===== config.mk =====
export PLATFORM = sky130hd
export DESIGN_NAME = fib_req_arbiter
export DESIGN_NICKNAME = d
export VERILOG_FILES = /design/src/rtl/fib_req_arbiter.sv
export SDC_FILE = /design/constraint.sdc
export NUM_CORES = 1
export LEC_CHECK = 0
export ABC_AREA = 1
export BUFFER_PORTS_ARGS = -buffer_cell sky130_fd_sc_hd__buf_2
export CORE_AREA = 3 3 73 75
export DETAILED_ROUTE_END_ITERATION = 16
export DIE_AREA = 0 0 76 78
export GPL_TIMING_DRIVEN = 0
export PLACE_DENSITY = 0.88
export SYNTH_ARGS = -nofsm -noshare
export SYNTH_HDL_FRONTEND = slang
export SYNTH_SLANG_ARGS = --single-unit

===== constraint.sdc =====
create_clock -name clk_i -period 4 [get_ports clk_i]
set_input_delay 0.8 -clock clk_i [delete_from_list [all_inputs] [get_ports clk_i]]
set_output_delay 0.8 -clock clk_i [all_outputs]
set_load 0.01 [all_outputs]

===== src/rtl/fib_req_arbiter.sv =====
// fib_req_arbiter
//   Shares a single Fibonacci core among four requesters. An IDLE-state
//   round-robin arbiter picks one requester, its index is sent to the core,
//   and the result (or a timeout error) comes back tagged with the requester
//   number. Only one job is outstanding at a time.
//
// Ports
//   clk_i, rst_i        clock (rising edge), asynchronous active-high reset
//   req_i, idx_i        per-requester request level and packed index slots
//   ack_o               one-hot grant pulse, combinational in the IDLE cycle
//   rsp_valid_o         one-cycle response strobe
//   rsp_id_o/f_o/err_o  response owner, result and timeout flag (held)
//   busy_o              high whenever a job is in progress
//   core_start_o        one-cycle start pulse to the Fibonacci core
//   core_i_o            latched index presented to the core
//   core_ready_i        core idle/ready
//   core_done_tick_i    core completion pulse, core_f_i valid with it
//
// The arbiter is written for exactly four requesters (2-bit IDs).

module fib_req_arbiter #(
    parameter int N_REQ  = 4,
    parameter int IDX_W  = 5,
    parameter int DATA_W = 20
) (
    input  logic                   clk_i,
    input  logic                   rst_i,
    input  logic [N_REQ-1:0]       req_i,
    input  logic [N_REQ*IDX_W-1:0] idx_i,
    output logic [N_REQ-1:0]       ack_o,
    output logic                   rsp_valid_o,
    output logic [1:0]             rsp_id_o,
    output logic [DATA_W-1:0]      rsp_f_o,
    output logic                   rsp_err_o,
    output logic                   busy_o,
    output logic                   core_start_o,
    output logic [IDX_W-1:0]       core_i_o,
    input  logic                   core_ready_i,
    input  logic                   core_done_tick_i,
    input  logic [DATA_W-1:0]      core_f_i
);

    // Last WAIT count before giving up on the core
    localparam logic [5:0] TIMEOUT_CNT = 6'd47;

    typedef enum logic [1:0] {
        IDLE  = 2'd0,
        ISSUE = 2'd1,
        WAIT  = 2'd2,
        RESP  = 2'd3
    } state_t;

    state_t             state_q;
    state_t             state_d;
    logic [1:0]         rr_ptr_q;
    logic [1:0]         grant_id;
    logic [1:0]         cand;
    logic               grant_valid;
    logic               take_grant;
    logic               timeout_hit;
    logic [5:0]         cnt_q;
    logic [IDX_W-1:0]   idx_q;
    logic [1:0]         id_q;
    logic [1:0]         rsp_id_q;
    logic [DATA_W-1:0]  f_q;
    logic               err_q;

    // Round-robin search: start at rr_ptr_q and ascend modulo 4; the first
    // asserted request wins.
    always_comb begin
        grant_valid = 1'b0;
        grant_id    = rr_ptr_q;
        cand        = rr_ptr_q;
        for (int off = 0; off < 4; off++) begin
            cand = rr_ptr_q + 2'(off);
            if (!grant_valid && req_i[cand]) begin
                grant_valid = 1'b1;
                grant_id    = cand;
            end
        end
    end

    assign take_grant  = (state_q == IDLE) && grant_valid && core_ready_i;
    assign timeout_hit = (cnt_q == TIMEOUT_CNT);

    // State register
    always_ff @(posedge clk_i or posedge rst_i) begin
        if (rst_i) begin
            state_q <= IDLE;
        end else begin
            state_q <= state_d;
        end
    end

    // Next-state logic and per-state strobes. A completion tick on the
    // timeout count still counts as a normal completion.
    always_comb begin
        state_d      = state_q;
        ack_o        = '0;
        core_start_o = 1'b0;
        rsp_valid_o  = 1'b0;
        case (state_q)
            IDLE: begin
                if (take_grant) begin
                    ack_o[grant_id] = 1'b1;
                    state_d         = ISSUE;
                end
            end
            ISSUE: begin
                core_start_o = 1'b1;
                state_d      = WAIT;
            end
            WAIT: begin
                if (core_done_tick_i || timeout_hit) begin
                    state_d = RESP;
                end
            end
            RESP: begin
                rsp_valid_o = 1'b1;
                state_d     = IDLE;
            end
            default: state_d = IDLE;
        endcase
    end

    // Job datapath: latch the granted index/ID, run the timeout counter and
    // capture the result. The response ID is copied only when leaving WAIT so
    // that the response fields stay stable while the next job is granted.
    always_ff @(posedge clk_i or posedge rst_i) begin
        if (rst_i) begin
            rr_ptr_q <= 2'd0;
            cnt_q    <= 6'd0;
            idx_q    <= '0;
            id_q     <= 2'd0;
            rsp_id_q <= 2'd0;
            f_q      <= '0;
            err_q    <= 1'b0;
        end else begin
            case (state_q)
                IDLE: begin
                    if (take_grant) begin
                        idx_q    <= idx_i[grant_id*IDX_W +: IDX_W];
                        id_q     <= grant_id;
                        rr_ptr_q <= grant_id + 2'd1;
                    end
                end
                ISSUE: begin
                    cnt_q <= 6'd0;
                end
                WAIT: begin
                    if (core_done_tick_i) begin
                        f_q      <= core_f_i;
                        err_q    <= 1'b0;
                        rsp_id_q <= id_q;
                    end else if (timeout_hit) begin
                        f_q      <= '0;
                        err_q    <= 1'b1;
                        rsp_id_q <= id_q;
                    end else begin
                        cnt_q <= cnt_q + 6'd1;
                    end
                end
                default: ;
            endcase
        end
    end

    assign busy_o    = (state_q != IDLE);
    assign core_i_o  = idx_q;
    assign rsp_id_o  = rsp_id_q;
    assign rsp_f_o   = f_q;
    assign rsp_err_o = err_q;

endmodule


# Word level (Yosys, flattened, before mapping)
# Cells that the tools add are included.
# W data, S select, Z words.
# totals
inputBits	48
register_bits	40
# classes
eq_ne	8
multipliers	1
n_addsub	5
n_shift	1
n_reduce_logical	18
n_mux	33
order_cmp	6
# ops
op	n
$mux W20	2
$shiftx A20 B6 Y5	1
$lt A2 B3 Y1 const B	5
$mux W2	7
$mux W1	13
$mux W6	2
$pmux W6 S2	1
$bmux W1 S2	4
$mux W4	2
$ne A2 B2 Y1 const B	4
$pmux W2 S4	1
$add A6 B1 Y6 const B	1
$eq A6 B6 Y1 const B	1
$logic_and A1 B1 Y1	6
$reduce_and A2 Y1	3
$reduce_bool A2 Y1	3
$mul A2 B3 Y5 const B	1
$add A2 B1 Y2 const B	2
$add A2 B2 Y2 const B	2
$eq A2 B2 Y1 const B	2
$logic_not A1 Y1	3
$reduce_and A3 Y1	1
$demux W1 S2	1
$eq A2 B1 Y1 const B	1
other kinds (3)	3

# Logic depth before layout (Yosys ltp)
# Gate-level depths: netlist of run 1.
# depth
depth_word	18
ltp_mapped	16
depth_no_buf	14

# Worst setup path after synthesis of run 1
# No wires, ideal clock.
# synth_path
path_type	input-to-output
from	input port req_i[2]
to	output port ack_o[3]
path_stages	11
n_path_buf	1
setup_slack_ns	1.415
t_required_ns	3.200
arrival_ns	1.785
path_cell_list	nand2_1 -> nand2_1 -> nand2_1 -> nand2_2 -> nor2_2 -> nand2_1 -> nor2_1 -> nor2_2 -> buf_6 -> nand2_1 -> nor2_1
# synth_between
elab_chain_len	18
word_cells_on_any_way	30
cone_classes	2 x order compare; 19 x mux; 9 x reduce/logical
# synth_rtl
element	line_no	rtl
start: declaration	28	input logic [N_REQ-1:0] req_i,
$bmux W1 S2	76	if (!grant_valid && req_i[cand]) begin
$mux W1 (not written as such)	76	
$mux W1	76	
$logic_not A1 Y1	76	
$logic_and A1 B1 Y1	76	
$mux W1	76	
$logic_not A1 Y1	76	
$logic_and A1 B1 Y1	76	
(+2 left out)	--	
$logic_and A1 B1 Y1	76	
$mux W2	76	
$lt A2 B3 Y1 (not written as such) or $ge A2 B1 Y1 (tied branches)	105	ack_o[grant_id] = 1'b1;
$logic_and A1 B1 Y1 (not written as such)	105	
$mux W1 (not written as such)	105	
$demux W1 S2	105	
$mux W4 *	104	if (take_grant) begin
$mux W4 *	102	case (state_q)
end: declaration	30	output logic [N_REQ-1:0] ack_o,
# Every way passes the cells marked *; elsewhere a longest branch is shown, timed or not. The select of a mux whose other input is x is not followed.

# Worst setup path in the final report of run 1
# layout_path
from	register rr_ptr_q[1]
to	output port ack_o[2]
# layout_between
elab_chain_len	18
word_cells_on_any_way	33
cone_classes	3 x add/sub; 2 x order compare; 19 x mux; 9 x reduce/logical
# layout_rtl
element	line_no	rtl
start: declaration	55	logic [1:0] rr_ptr_q;
start signal: assignment	144	rr_ptr_q <= grant_id + 2'd1;
parallel branches: the longest is 16 deep, another holds $lt A2 B3 Y1	--	
$mux W4 *	104	
$mux W4 *	102	
# Every way passes the cells marked *. The select of a mux whose other input is x is not followed.

==> flow_summary.toml, run 1 <==
[drt]
post_drt_via_cell_ratio = 5.04
drtIter0Drc = 99
route.final.wire_length_um = 5310
detail_route.drc_violations = 0
routed-via-count = 2227
ant_nets = 0
drt_first_pass_iters = 4
routed_wire_length_per_instance_um = 12.0

[clock_tree]
clkSlewWorstSetupHoldPaths_ps = 80
clock-root-buffer = "sky130_fd_sc_hd__clkbuf_8"
cts_post_setup_buffers_inserted = 0
cts.path.max_buffers = 2
clock-sinks = 40
h-tree-depth = 2
numCtsBuffers = 5
cts-hold-fix-buffers = 0
cts_repair_resize_count = 0
tritoncts_clock_tree = "done"
worst_skew_pair.late_latency_ps = 290

[yosys]
avgSynthCellArea_um2 = 8.14
postSynthRegisterBits = 40
synthTopCellsByArea = "sky130_fd_sc_hd__dfrtp_1 (43%), sky130_fd_sc_hd__nand2_1 (14%), sky130_fd_sc_hd__nand3_1 (8.4%), sky130_fd_sc_hd__a22o_1 (7.5%), sky130_fd_sc_hd__inv_1 (5.2%)"
yosys.area.top_type = "sky130_fd_sc_hd__dfrtp_1"
netlist.area_leader.share_pct = 43.0
syn_inst = 286
synth-warning-count = 0
post_synth_instance_area_um2 = 2330
yosys.cell_types.count = 25
synth_sequential_area_ratio_pct = 43.0
synth_fp_nets = 339

[sta]
slew_headroom_pct = 47.1
setup_violations = 0
final_max_slew_violation_count = 0
finalClockSkew_ps = 8.13
hold_ws_ps = 478
min_period_ps = 3020
timing.final.hold_violations = 0
timing.setup.tns_ps = 0
max_slew.worst_pin.slew_ps = 792
min_period_over_period_pct = 75.6
rsz0062_at_grt = "false"
maxClockFrequency_mhz = 331

[job]
max_cap_viol_count = 0

[power]
power.ir.vdd_worst_mv = 0.290
power_per_cell_area_nw_per_um2 = 806
p_int_mw = 1.24
portion_of_total_power_attributed_to_combinational_logic_pct = 59.9
p_sw_share_pct = 46.8
power.share.sequential_pct = 29.4
switchingPower_mw = 1.10
clock_power_share_pct = 10.7
total_leakage_power_nw = 1.69

[placed_design]
dpl_wire_length_um = 4220
port-buffer-count = 82
place_congestion = 0.862

[grt]
grt_pass1_vias = 2105
pin_count_of_the_biggest_net_entering_global_routing = 41
global_route.overflow_total = 0
groute.usage.overall_pct = 18.2
global_route_wire_length_before_repair_um = 8980
antenna_found_initial = 0

[critical_path]
worstReg2RegStart = "rr_ptr_q[1]$_DFFE_PP0P_"
timing.setup.critical_path_class = "flop to primary output"
critPathRequiredTime_ps = 3200
endpoint_kind = "primary output"
r2r_slack_ps = 2060
critPathArrivalTime_ps = 2220
critPathMaxFanout = 10
start_kind = "flop"
cp-startpoint = "rr_ptr_q[1]$_DFFE_PP0P_"

[final_layout]
multi_input_comb_area_um2 = 1120
layout.cells.most_common_list = "sky130_fd_sc_hd__nand2_1 (88), sky130_fd_sc_hd__buf_2 (82), sky130_fd_sc_hd__dfrtp_1 (40)"
seqCellArea_um2 = 1000
layout.cells.most_common = "sky130_fd_sc_hd__nand2_1"
final_core_occ_pct = 61.5
flow.area_growth_from_synthesis_pct = 24.7
final.fill_count = 401
finish.net_count = 428
antenna_cells = 0
post_route_cells_drive_above_1_share_pct = 32.0

[floorplan]
die_height_um = 78
initial_utilization_pct = 49.3
std_cell_core_area_um2 = 4720
fp.dieArea_um2 = 5930
die_w_um = 76
num_ports = 83
std_cell_rows = 25

[hold_path]
worstHoldPathType = "flop to flop"
hold_path_startpoint = "rsp_id_o[0]$_DFFE_PP0P_"

[status]
status = "finished, final reports clean"
## worst paths after layout
check	end	cells past startpoint
hold reg to reg	rsp_id_o[0]$_DFFE_PP0P_	2
setup / recovery	ack_o[2]	14
hold / removal	rsp_id_o[0]$_DFFE_PP0P_	2
min in group asynchronous	rsp_f_o[8]$_DFFE_PP0P_	2
setup reg to reg	rr_ptr_q[1]$_DFFE_PP0P_	13
max in group asynchronous	cnt_q[0]$_DFFE_PP0P_	2
## synth_stat cells, drive strengths merged
cell type   n
o21a        1
o21ai       6
inv        34
nor2       11
a21oi       2
a22o       20
nor3        3
ha          5
nand4       3
a31oi       1
clkbuf      4
nand3      47
xor2        2
nand2      98
dfrtp      40
buf         6
o22ai       2
a22oi       1
## flip-flops by register name (all words and copies together) (netlist names)
signal and flops:
cnt_q 6, core_i_o 5, id_q 2, rr_ptr_q 2
rsp_err_o 1, rsp_f_o 20, rsp_id_o 2, state_q 2
## kinds of logic (layout without fill, tap and decap cells)
kind of cell | Yosys count | after routing | synth area share [%]
flops | 40 | 40 | 43.0
buf+inv | 44 | 133 | 9.03
xor+xnor | 2 | 2 | 0.753
simple gates | 162 | 162 | 33.7
compound gates | 33 | 33 | 10.9
fa+ha+maj | 5 | 5 | 2.69
## per-stage QoR
stage / area (um^2) / total power [mW] / worst slack (ps) / std cells
after floorplan: 2330 / 1.71 / 1410 / 286
after global placement: 2820 / 2.05 / 1060 / 435
after detailed placement: 2820 / 2.10 / 1040 / 435
after CTS: 2900 / 2.36 / 974 / 442
after global routing: 2900 / 2.56 / 742 / 442
final: 2900 / 2.34 / 976 / 442
## metal layers
| layer | track usage [%] | wire (um) | up-vias | part of all wire (%) |
|---|---|---|---|---|
| li1 | - | - | 1123 | - |
| met1 | 22.1 | 2320 | 1044 | 44 |
| met2 | 32.3 | 2680 | 51 | 50 |
| met3 | 4.18 | 240 | 9 | 4.5 |
| met4 | 5.62 | 71 | 0 | 1.3 |
| met5 | 0 | 0 | - | 0 |
## worst max-delay path: stages (launching register included)
cell	delay [ps]
sky130_fd_sc_hd__dfrtp_1	380
sky130_fd_sc_hd__buf_6	140
sky130_fd_sc_hd__inv_2	130
sky130_fd_sc_hd__nand2_1	60
sky130_fd_sc_hd__nand2_1	130
sky130_fd_sc_hd__nand2_1	80
sky130_fd_sc_hd__nand2_2	140
sky130_fd_sc_hd__nor2_2	60
sky130_fd_sc_hd__nand2_1	60
sky130_fd_sc_hd__nor2_1	50
sky130_fd_sc_hd__nor2_2	220
sky130_fd_sc_hd__buf_6	180
sky130_fd_sc_hd__nand3_1	120
sky130_fd_sc_hd__inv_1	70
sky130_fd_sc_hd__buf_2	120
## power groups by stage
| stage | Combinational (mW) | Clock [mW] | Sequential (mW) |
|---|---|---|---|
| floorplan | 0.964 | 0 | 0.750 |
| global placement | 1.37 | 0 | 0.685 |
| detailed placement | 1.41 | 0 | 0.695 |
| CTS | 1.41 | 0.260 | 0.688 |
| global route | 1.57 | 0.277 | 0.710 |
| finish | 1.40 | 0.250 | 0.689 |
## final cells by class
cell class / count / area share, %
plain buffers: 10 / 2.84
clock buffers: 5 / 2.37
clock inverters: 2 / 0.431
inverters: 34 / 4.40
multi-input cells: 202 / 38.4
flip-flops and latches: 40 / 34.5
well taps: 67 / 2.89
repair buffers: 82 / 14.1
No activity file was read; power rests on OpenSTA's default activity.
==> run 2, diff against run 1 <==
--- a/config.mk
+++ b/config.mk
@@ -7,11 +7,11 @@
 export LEC_CHECK = 0
 export ABC_AREA = 1
 export BUFFER_PORTS_ARGS = -buffer_cell sky130_fd_sc_hd__buf_2
-export CORE_AREA = 3 3 73 75
+export CORE_AREA = 3 3 76 78
 export DETAILED_ROUTE_END_ITERATION = 16
-export DIE_AREA = 0 0 76 78
+export DIE_AREA = 0 0 79 81
 export GPL_TIMING_DRIVEN = 0
-export PLACE_DENSITY = 0.88
+export PLACE_DENSITY = 0.85
 export SYNTH_ARGS = -nofsm -noshare
 export SYNTH_HDL_FRONTEND = slang
 export SYNTH_SLANG_ARGS = --single-unit
==> constraint.sdc (replaced) <==
create_clock -name clk_i -period 2.7 [get_ports clk_i]
set_input_delay 0.54 -clock clk_i [delete_from_list [all_inputs] [get_ports clk_i]]
set_output_delay 0.54 -clock clk_i [all_outputs]
set_load 0.01 [all_outputs]
==> flow_summary.toml, run 2 (same netlist as run 1, synthesis figures left out) <==
[final_layout]
final_core_occ_pct = 59.8
largest_register_ffs = 20
layout.cells.most_common = "sky130_fd_sc_hd__nand2_1"
final.fill_count = 463
design_area_um2 = 3070
flow.area_growth_from_synthesis_pct = 32.1
antenna_cells = 0
layout.cells.most_common_list = "sky130_fd_sc_hd__nand2_1 (83), sky130_fd_sc_hd__buf_2 (82), sky130_fd_sc_hd__dfrtp_1 (39)"
finish.net_count = 438
post_route_cells_drive_above_1_share_pct = 36.5

[grt]
grt_pass1_vias = 2108
global_route.overflow_total = 0
global_route_wire_length_before_repair_um = 9340
groute.usage.overall_pct = 18.2
pin_count_of_the_biggest_net_entering_global_routing = 41
antenna_found_initial = 0

[critical_path]
r2r_slack_ps = 800
critPathArrivalTime_ps = 2070
start_kind = "flop"
critPathRequiredTime_ps = 2160
timing.setup.critical_path_class = "flop to primary output"
endpoint_kind = "primary output"
critPathMaxFanout = 10

[clock_tree]
worst_skew_pair.late_latency_ps = 290
tritoncts_clock_tree = "done"
cts-hold-fix-buffers = 0
cts.path.max_buffers = 2
numCtsBuffers = 5
h-tree-depth = 2
clkSlewWorstSetupHoldPaths_ps = 80
clock-root-buffer = "sky130_fd_sc_hd__clkbuf_8"
clock-sinks = 40

[sta]
min_period_ps = 2610
final_max_slew_violation_count = 0
maxClockFrequency_mhz = 383
rsz0062_at_grt = "true"
setup_violations = 0
max_slew.worst_pin.slew_ps = 795
finalClockSkew_ps = 8.02
slew_headroom_pct = 46.9
min_period_over_period_pct = 96.7
timing.final.hold_violations = 0
setup_ws_ps = 90.0

[drt]
routed-via-count = 2295
routed_wire_length_per_instance_um = 13.0
met3_wirelength_um = 242
ant_nets = 0
drt_first_pass_iters = 6
drtIter0Drc = 116
detail_route.drc_violations = 0
route.final.wire_length_um = 5920
post_drt_via_cell_ratio = 5.03
top_layer_used = "met4"
met2WireLength_um = 2990
route.layer.met1.wl_um = 2610

[placed_design]
port-buffer-count = 82
dpl_wire_length_um = 4360
pre_cts_ws_ps = 215
place_congestion = 0.912
placed_area_um2 = 2830

[status]
status = "finished, final reports clean"

[power]
total_power_mw = 3.89
power_per_cell_area_nw_per_um2 = 1270
power.ir.vdd_worst_mv = 0.471
total_leakage_power_nw = 1.76

[hold_path]
worstHoldPathType = "input pin to asynchronous set/reset pin"

[floorplan]
std_cell_core_area_um2 = 5140
fp.dieArea_um2 = 6400
num_ports = 83
initial_utilization_pct = 45.3
std_cell_rows = 26
die_height_um = 81
die_w_um = 79

[job]
max_cap_viol_count = 0
[run 2: cell types whose count changed in the layout (fill, tap and decap cells not counted), moves of 2 or more]
cell / previous run / this run
sky130_fd_sc_hd__buf_4: 0 / 10
sky130_fd_sc_hd__nand2_1: 88 / 83
sky130_fd_sc_hd__nand2_2: 6 / 10
sky130_fd_sc_hd__nor2_1: 9 / 7
sky130_fd_sc_hd__nor2_4: 0 / 2
[run 2: final timing paths]
kind | startpoint | endpoint | depth (start not counted)
setup / recovery | rr_ptr_q[0]$_DFFE_PP0P_ | ack_o[1] | 13
hold / removal | rst_i | rsp_f_o[14]$_DFFE_PP0P_ | 2
setup reg to reg | rr_ptr_q[0]$_DFFE_PP0P_ | rr_ptr_q[1]$_DFFE_PP0P_ | 13
hold reg to reg | id_q[0]$_DFFE_PP0P_ | rsp_id_o[0]$_DFFE_PP0P_ | 2
max in group asynchronous | rst_i | rr_ptr_q[0]$_DFFE_PP0P_ | 2
min in group clk_i | core_f_i[8] | rsp_f_o[8]$_DFFE_PP0P_ | 2
[run 2: what timing repair did]
action / in CTS / in global routing
pin swaps: 2 / 8
setup endpoints to repair: 4 / 4
gates resized for setup: 1 / 17
buffers inserted: 5 / 5
[run 2: power by group]
group | switching, mW | internal (mW) | total, mW
logic | 1.40 | 0.959 | 2.36
registers | 0.159 | 0.868 | 1.03
clock network | 0.208 | 0.302 | 0.510
total | 1.76 | 2.13 | 3.89
[run 2: layer usage]
metal,up-vias,global-route usage (%)
li1,1142,-
met3,9,3.10
met5,-,0
met2,57,30.4
met1,1087,23.9
met4,0,6.70
[run 2: metrics by stage]
step | setup TNS [ps] | instances | hold slack [ps]
floorplan | 0 | 286 | 450
global placement | 0 | 438 | 464
detailed placement | 0 | 438 | 467
CTS | 0 | 451 | 416
global route | -39.6 | 456 | 449
finish | 0 | 456 | 391
[run 2: cell type report]
cell class	count	area (um^2)	area share, %
Sequential cell	40	1000	32.6
Clock inverter	2	38.8	1.26
Buffer	10	86.3	2.81
Multi-Input combinational cell	202	1150	37.5
Tap cell	70	87.6	2.85
Timing Repair Buffer	92	485	15.8
Clock buffer	6	82.6	2.69
Inverter	34	138	4.48
[run 2: critical path, stage by stage, from the launching register on]
cell and delay [ps]:
sky130_fd_sc_hd__dfrtp_2 460, sky130_fd_sc_hd__buf_6 150, sky130_fd_sc_hd__nand2_1 60, sky130_fd_sc_hd__nand2_1 80
sky130_fd_sc_hd__nand2_2 90, sky130_fd_sc_hd__nand2_4 80, sky130_fd_sc_hd__nor2_4 120, sky130_fd_sc_hd__nand2_1 70
sky130_fd_sc_hd__nor2_2 170, sky130_fd_sc_hd__nor2_4 60, sky130_fd_sc_hd__buf_4 140, sky130_fd_sc_hd__nand3_1 120
sky130_fd_sc_hd__inv_1 50, sky130_fd_sc_hd__buf_2 130
==> run 3, diff against run 2 <==
==> constraint.sdc (replaced) <==
create_clock -name clk_i -period 2.2 [get_ports clk_i]
set_input_delay 0.44 -clock clk_i [delete_from_list [all_inputs] [get_ports clk_i]]
set_output_delay 0.44 -clock clk_i [all_outputs]
set_load 0.01 [all_outputs]
==> flow_summary.toml, run 3 (same netlist as run 1, synthesis figures left out) <==
[critical_path]
worstReg2RegStart = "rr_ptr_q[0]$_DFFE_PP0P_"
critPathRequiredTime_ps = 1760
critPathArrivalTime_ps = 2100
endpoint_kind = "primary output"
start_kind = "flop"
timing.setup.critical_path_class = "flop to primary output"
regToRegEndpoint = "core_i_o[2]$_DFFE_PP0P_"
critPathMaxFanout = 5
r2r_slack_ps = -30
reg2regPathDepth = 15

[clock_tree]
numCtsBuffers = 5
cts-hold-fix-buffers = 0
cts.path.max_buffers = 2
tritoncts_clock_tree = "done"
worst_skew_pair.late_latency_ps = 300
clock-root-buffer = "sky130_fd_sc_hd__clkbuf_8"
h-tree-depth = 2
clock-sinks = 40
clkSlewWorstSetupHoldPaths_ps = 80

[sta]
slew_headroom_pct = 46.4
rsz0062_at_grt = "true"
maxClockFrequency_mhz = 393
hold_ws_ps = 294
setup_violations = 9
timing.final.hold_violations = 0
setup_ws_ps = -343
min_period_ps = 2540
finalClockSkew_ps = 9.51
min_period_over_period_pct = 116
timing.setup.tns_ps = -1380
final_max_slew_violation_count = 0
max_slew.worst_pin.slew_ps = 803

[drt]
route.final.wire_length_um = 7300
routed-via-count = 2503
routed_wire_length_per_instance_um = 15.5
drt_first_pass_iters = 4
detail_route.drc_violations = 0
drtIter0Drc = 162
ant_nets = 0
post_drt_via_cell_ratio = 5.30

[final_layout]
finish.net_count = 454
final.fill_count = 401
layout.cells.most_common = "sky130_fd_sc_hd__buf_2"
layout.cells.most_common_list = "sky130_fd_sc_hd__buf_2 (79), sky130_fd_sc_hd__nand2_1 (62), sky130_fd_sc_hd__dfrtp_1 (39)"
design_area_um2 = 3400
largest_register_ffs = 20
antenna_cells = 0
flow.area_growth_from_synthesis_pct = 46.2
post_route_cells_drive_above_1_share_pct = 46.5

[power]
total_power_mw = 5.55
clock_power_share_pct = 11.5
power.share.sequential_pct = 22.9
p_int_mw = 2.94
switchingPower_mw = 2.61
total_leakage_power_nw = 1.89
power_per_cell_area_nw_per_um2 = 1630
power.ir.vdd_worst_mv = 0.636
p_sw_share_pct = 47.0
portion_of_total_power_attributed_to_combinational_logic_pct = 65.7

[placed_design]
placed_area_um2 = 2830
pre_cts_ws_ps = -185
dpl_wire_length_um = 4360
port-buffer-count = 82
place_congestion = 0.912

[floorplan]
initial_utilization_pct = 45.3
die_height_um = 81
die_w_um = 79
std_cell_core_area_um2 = 5140
num_ports = 83
fp.dieArea_um2 = 6400
std_cell_rows = 26

[grt]
global_route.overflow_total = 0
grt_pass1_vias = 2324
groute.usage.overall_pct = 20.0
pin_count_of_the_biggest_net_entering_global_routing = 41
antenna_found_initial = 0
global_route_wire_length_before_repair_um = 10400

[status]
status = "finished with violations"
violations = "setup timing"

[job]
max_cap_viol_count = 0

[hold_path]
worstHoldPathType = "input pin to asynchronous set/reset pin"
run 3: cell types whose count changed in the layout (fill, tap and decap cells not counted), sizes merged:
cell / previous run / this run
buf: 98 / 114
run 3: worst max path at each step:
stage	from	end	depth (start not counted)
CTS	rr_ptr_q[0]$_DFFE_PP0P_	ack_o[3]	12
floorplan	rr_ptr_q[1]$_DFFE_PP0P_	ack_o[3]	13
detailed placement	rr_ptr_q[1]$_DFFE_PP0P_	ack_o[3]	14
finish	rr_ptr_q[0]$_DFFE_PP0P_	ack_o[0]	12
global placement	rr_ptr_q[1]$_DFFE_PP0P_	ack_o[2]	14
global route	rr_ptr_q[0]$_DFFE_PP0P_	ack_o[1]	13
run 3: routing by layer:
| layer | wire length, um | track usage [%] | share of wire [%] | vias to the layer above |
|---|---|---|---|---|
| li1 | - | - | - | 1169 |
| met2 | 3740 | 34.7 | 51 | 106 |
| met1 | 2940 | 26.1 | 40 | 1206 |
| met4 | 234 | 6.36 | 3.2 | 0 |
| met3 | 386 | 2.66 | 5.3 | 22 |
| met5 | 0 | 0 | 0 | - |
run 3: critical path, cell delays in order, from the launching register on:
cell and delay (ps):
sky130_fd_sc_hd__dfrtp_2 460, sky130_fd_sc_hd__buf_6 140, sky130_fd_sc_hd__nand2_1 90, sky130_fd_sc_hd__nand2_2 80, sky130_fd_sc_hd__nand2_2 120, sky130_fd_sc_hd__nand2_4 110, sky130_fd_sc_hd__nor2_4 130, sky130_fd_sc_hd__nand4_1 130
sky130_fd_sc_hd__buf_6 160, sky130_fd_sc_hd__nand2_8 90, sky130_fd_sc_hd__nand2_4 70, sky130_fd_sc_hd__nor2_4 130, sky130_fd_sc_hd__buf_6 110
run 3: final cells by class:
type	count	area, um^2	share of cell area (%)
repair buffers	109	654	19.2
clock buffers	6	82.6	2.43
inverters	34	138	4.04
multi-input cells	202	1320	38.8
plain buffers	9	80.1	2.35
clock inverters	2	38.8	1.14
well taps	70	87.6	2.57
flip-flops and latches	40	1000	29.4
run 3: what timing repair did:
item / CTS / global route
gates resized for setup: 33 / 41
buffers inserted: 22 / 7
hold endpoints to repair: 0 / 0
endpoints found under the setup margin: 4 / 9
cloned: 0 / 0
pin swaps: 19 / 31
run 3: power by group through the flow:
stage	Sequential (mW)	Clock (mW)	Combinational (mW)
2_1_floorplan	1.36	0	1.75
3_3_place_gp	1.25	0	2.49
3_5_place_dp	1.26	0	2.58
4_1_cts	1.25	0.639	3.12
5_1_grt	1.30	0.671	3.95
6_report	1.27	0.636	3.64
run 3: stage by stage:
step | cells | util (%)
final | 472 | 66.2
after global routing | 472 | 66.2
after CTS | 468 | 62.7
after detailed placement | 438 | 55.0
after global placement | 438 | 55.0
after floorplan | 286 | -
